<file path="src/rtl/contador_gray_detector_pkg.sv">
`default_nettype none
// ============================================================================
// Module   : contador_gray_detector_pkg
// Purpose  : Shared widths, default detection codes and the binary-to-Gray
//            helper for the Gray counter / transition detector.
// Contents : GRAY_W        default counter width
//            PREV_CODE_DEF Gray code expected in the previous state (0100)
//            CURR_CODE_DEF Gray code expected in the current state  (1100)
//            bin2gray()    b ^ (b >> 1) at GRAY_W bits
// Revision : 1.0 - initial release
// ============================================================================
package contador_gray_detector_pkg;

  localparam int GRAY_W = 4;

  // Binary 7 -> 8 seen in Gray space.
  localparam logic [GRAY_W-1:0] PREV_CODE_DEF = 4'b0100;
  localparam logic [GRAY_W-1:0] CURR_CODE_DEF = 4'b1100;

  function automatic logic [GRAY_W-1:0] bin2gray(input logic [GRAY_W-1:0] b);
    return b ^ (b >> 1);
  endfunction

endpackage
`default_nettype wire

</file>
<file path="src/rtl/contador_gray_detector_bin2gray.sv">
`default_nettype none
// ============================================================================
// Module   : bin2gray
// Purpose  : Combinational binary-to-reflected-Gray converter.
// Ports    : bin  in  WIDTH  binary value
//            gray out WIDTH  Gray-coded value, bin ^ (bin >> 1)
// Revision : 1.0 - initial release
// ============================================================================
module bin2gray #(
  parameter int WIDTH = 4
) (
  input  logic [WIDTH-1:0] bin,
  output logic [WIDTH-1:0] gray
);

  assign gray = bin ^ (bin >> 1);

endmodule
`default_nettype wire

</file>
<file path="src/rtl/contador_gray_detector.sv">
`default_nettype none
// ============================================================================
// Module   : contador_gray_detector
// Purpose  : Gray-code counter that advances one code per enabled clock and
//            flags the PREV_CODE -> CURR_CODE step (binary 7 -> 8 by default).
// Ports    : clk       in   1      rising-edge clock
//            rst       in   1      synchronous reset, active-high
//            enable    in   1      1 = advance on this edge, 0 = hold
//            gray_out  out  WIDTH  registered Gray count
//            detector  out  1      gray_anterior==PREV_CODE && gray_out==CURR_CODE
// Revision : 1.0 - initial release
// ============================================================================
module contador_gray_detector
  import contador_gray_detector_pkg::*;
#(
  parameter int               WIDTH     = GRAY_W,
  parameter logic [WIDTH-1:0] PREV_CODE = PREV_CODE_DEF,
  parameter logic [WIDTH-1:0] CURR_CODE = CURR_CODE_DEF
) (
  input  logic             clk,
  input  logic             rst,
  input  logic             enable,
  output logic [WIDTH-1:0] gray_out,
  output logic             detector
);

  logic [WIDTH-1:0] bin_cnt;
  logic [WIDTH-1:0] bin_next;
  logic [WIDTH-1:0] gray_next;
  logic [WIDTH-1:0] gray_anterior;

  // Modulo 2^WIDTH: the 15 -> 0 wrap falls out of the truncated add.
  assign bin_next = bin_cnt + WIDTH'(1);

  bin2gray #(
    .WIDTH (WIDTH)
  ) u_bin2gray (
    .bin  (bin_next),
    .gray (gray_next)
  );

  always_ff @(posedge clk) begin
    if (rst) begin
      bin_cnt       <= '0;
      gray_out      <= '0;
      gray_anterior <= '0;
    end else if (enable) begin
      bin_cnt       <= bin_next;
      gray_out      <= gray_next;
      gray_anterior <= gray_out;
    end
  end

  // Purely combinational from the two registers, so the flag is valid in the
  // same cycle gray_out reaches CURR_CODE and stays up while the count holds.
  assign detector = (gray_anterior == PREV_CODE) && (gray_out == CURR_CODE);

endmodule
`default_nettype wire

</file>
<file path="config.mk">
export PLATFORM = sky130hd
export DESIGN_NAME = contador_gray_detector
export DESIGN_NICKNAME = d
export VERILOG_FILES = /design/src/rtl/contador_gray_detector_pkg.sv /design/src/rtl/contador_gray_detector_bin2gray.sv /design/src/rtl/contador_gray_detector.sv
export SDC_FILE = /design/constraint.sdc
export NUM_CORES = 1
export LEC_CHECK = 0
export BUFFER_PORTS_ARGS = -buffer_cell sky130_fd_sc_hd__buf_2
export CAP_MARGIN = 20
export CORE_AREA = 3 3 40 42
export CTS_CLUSTER_DIAMETER = 200
export CTS_CLUSTER_SIZE = 16
export DETAILED_ROUTE_END_ITERATION = 7
export DIE_AREA = 0 0 43 45
export PLACE_DENSITY_LB_ADDON = 0.05
export SLEW_MARGIN = 25
export SYNTH_ARGS = -nofsm -noshare
export SYNTH_HDL_FRONTEND = slang
export SYNTH_SLANG_ARGS = --single-unit
</file>
<file path="constraint.sdc">
create_clock -name clk -period 1.95 [get_ports clk]
set_input_delay 0.2925 -clock clk [delete_from_list [all_inputs] [get_ports clk]]
set_output_delay 0.2925 -clock clk [all_outputs]
set_load 0.01 [all_outputs]
</file>
==> impl_metrics.ini <==
[cts]
clock_path_buffers = 2
post_cts_buffers = 0
cts_hold_buf = 0
cts_buffers = 3
cts.sinks = 11
cts-root-buf = clkbuf_4
ctsResizeCount = 0
htree_levels = 1
cts_tree = done
clk_pin_slew_ns = 0.07
clock_latency_ns = 0.26

[pwr]
netSwitchingPower_uw = 116.9
p_per_area_nw_per_um2 = 842.8
intPower_uw = 347.1
finalPower_uw = 464.0
swShare = 0.2519
pwr-share-seq = 0.540
combPwrFrac = 0.133
clock_power_share = 0.328
ir_drop_mv = 0.3830
p_leak_uw = 0.0002479

[sta]
grt_setup_unrepaired = no
period_share = 0.7866
tightest_slew_ns = 0.2716
fin_tns_setup_ns = 0
hold_violations = 0
finalMaxSlewViolations = 0
relSlewSlack = 0.8189
setup_viol = 0
fin_skew_ns = 0.005424
clock.fmax_mhz = 651.9
finalCriticalPeriod_ns = 1.534

[routing]
antenna_left = 0
drt_wl_total_um = 834
wire_per_inst_um = 11.58
drt_iter0_drc = 0
route.detailed.drc = 0
vias = 336
vias_per_cell = 4.667
firstDrtPassIters = 1

[critical_path]
critPathBufInv = 1
critPathCaptureType = primary output
r2r-start = bin_cnt[0]$_SDFFE_PP0P_
critPathLaunch = gray_anterior[2]$_SDFFE_PP0P_
setup.worst_path.end = detector
path_cells = nor4bb_1 -> and4b_2 -> buf_2
start_kind = flop
path_max_fanout = 2
critPathTopFamily = simple AND/OR/NAND/NOR gates
critPathSlowestCell = dfxtp_1
rrSetupSlack_ns = 0.75
crit_required_ns = 1.66
path_depth = 3
reg2regPathDepth = 4
worstPathArrival_ns = 1.24
critPathKind = flop to primary output
crit_path_max_incr_delay_ns = 0.33
worst_r2r_endpoint = gray_out[2]$_SDFFE_PP0P_

[synthesis]
yosys.area.top_type = dfxtp_1
async_flop_share = 0
synth_area_um2 = 489.2
synth_top_area_share = 0.4501
synthAdderAreaFrac = 0.02558
synth_edf_count = 0
synth_area_leaders = dfxtp_1 45%, mux2i_1 12%, nor2_1 7.7%, xnor2_1 7.2%, xor2_1 7.2%
synth_compound_area_frac = 0.04092
yosysWarnings = 0
yosys.area_share.simple = 0.1790
syn_avg_cell_area_um2 = 9.984
ys_seq_area_frac = 0.4501
yosys.area_share.xor_xnor = 0.1432
synth_cells = 49
yosysUniqueCellTypes = 15
synth_nets = 53
synth_top_family_by_area = simple AND/OR/NAND/NOR gates
ys_seq_elements = 11
synth-main-ff-cell = dfxtp_1
synth_mux_area_frac = 0.1228

[hold_path]
hold_path.class = input port to flop
hp-start = rst

[cells_and_area]
seq_area_um2 = 220.2
utilization = 0.4284
finalNonFillerCells = 72
n_fill_cell = 127
multi_input_area_um2 = 250.2
area_growth_pct = 12.53
antenna_cells = 0
nets = 62
drive_gt1_frac = 0.1930

[grt]
grt_pass1_vias = 325
grtUsageTotal = 0.1068
grt_max_degree = 13
grt_first_pass_wirelength_mm = 1.462
grt_antenna_before_repair = 0
overflow = 0

[floorplan]
core_area_um2 = 1285
die_height_um = 45
io_pins = 8
rows = 13
die-area_um2 = 1935
initial_core_util = 0.3807
die_w_um = 43

[outcome]
status = finished clean

[place]
hpwl_um = 640.7
io_buffers = 7
routabilityCongestion = 0.7589
dp_cells = 68

[job]
cap_violations = 0
==> cell usage after synthesis, types with 2 or more instances <==
| cell | n |
|---|---|
| buf_4 | 2 |
| dfxtp_1 | 11 |
| mux2i_1 | 6 |
| nand2b_1 | 3 |
| nor2_1 | 10 |
| o22ai_1 | 2 |
| xnor2_1 | 4 |
| xor2_1 | 4 |
==> state kept, by name, summed over array words and instances (netlist names) <==
| register | flops |
|---|---|
| gray_out | 4 |
| bin_cnt | 3 |
| gray_anterior | 4 |
==> cell families (layout without fill, tap and decap cells) <==
kind of cell	count (synthesis)	after routing
DFF	11	11
buffers and inverters	3	11
and+or+nand+nor	17	17
muxes	6	6
adders and majority gates	1	1
AOI/OAI and AO/OA	3	3
xor gates and xnor gates	8	8
==> worst min-delay path by stage <==
stage / depth (start not counted) / end
6_report: 2 / bin_cnt[1]$_SDFFE_PP0P_
5_1_grt: 2 / bin_cnt[1]$_SDFFE_PP0P_
4_1_cts: 2 / bin_cnt[1]$_SDFFE_PP0P_
3_5_place_dp: 2 / gray_anterior[1]$_SDFFE_PP0P_
3_3_place_gp: 2 / gray_anterior[2]$_SDFFE_PP0P_
2_1_floorplan: 1 / gray_out[1]$_SDFFE_PP0P_
==> per-stage QoR <==
step | instance area [um^2] | setup slack, ns | hold WS, ns
global route | 550.5 | 0.3368 | 0.3381
global placement | 524.3 | 0.7500 | 0.4729
finish | 550.5 | 0.4161 | 0.3379
floorplan | 489.2 | 0.8216 | 0.4063
CTS | 550.5 | 0.3946 | 0.3315
detailed placement | 524.3 | 0.6886 | 0.4928
==> per-layer routing <==
| metal | track usage | vias to the layer above | share of wire |
|---|---|---|---|
| met5 | 0 | - | 0 |
| met4 | 0.09036 | 0 | 0.0048 |
| met3 | 0.02390 | 2 | 0.024 |
| met2 | 0.1677 | 3 | 0.52 |
| met1 | 0.1238 | 150 | 0.45 |
| li1 | - | 181 | - |
==> layout make-up <==
cell class | instances | area share
clock buffers | 4 | 0.04773
multi-input cells | 35 | 0.4545
repair buffers | 7 | 0.06364
flip-flops and latches | 11 | 0.4000
well taps | 15 | 0.03409
==> power by group through the flow <==
stage / Clock (uW) / Sequential [uW] / Combinational, uW
final: 152 / 250 / 61.6
after floorplan: 0 / 255 / 45.9
after global routing: 174 / 252 / 68.1
after CTS: 161 / 251 / 62.8
after global placement: 0 / 255 / 60.9
after detailed placement: 0 / 256 / 62.7
==> layout by cell type, fill, tap and decap left out, drive strengths merged, types with 2 or more instances in the layout <==
master,netlist,layout
dfxtp,11,11
clkbuf,1,4
xnor2,4,4
nor2,10,10
o22ai,2,2
nand2b,3,3
buf,2,7
xor2,4,4
mux2i,6,6
Note: power is estimated with default switching activity, not from simulation.
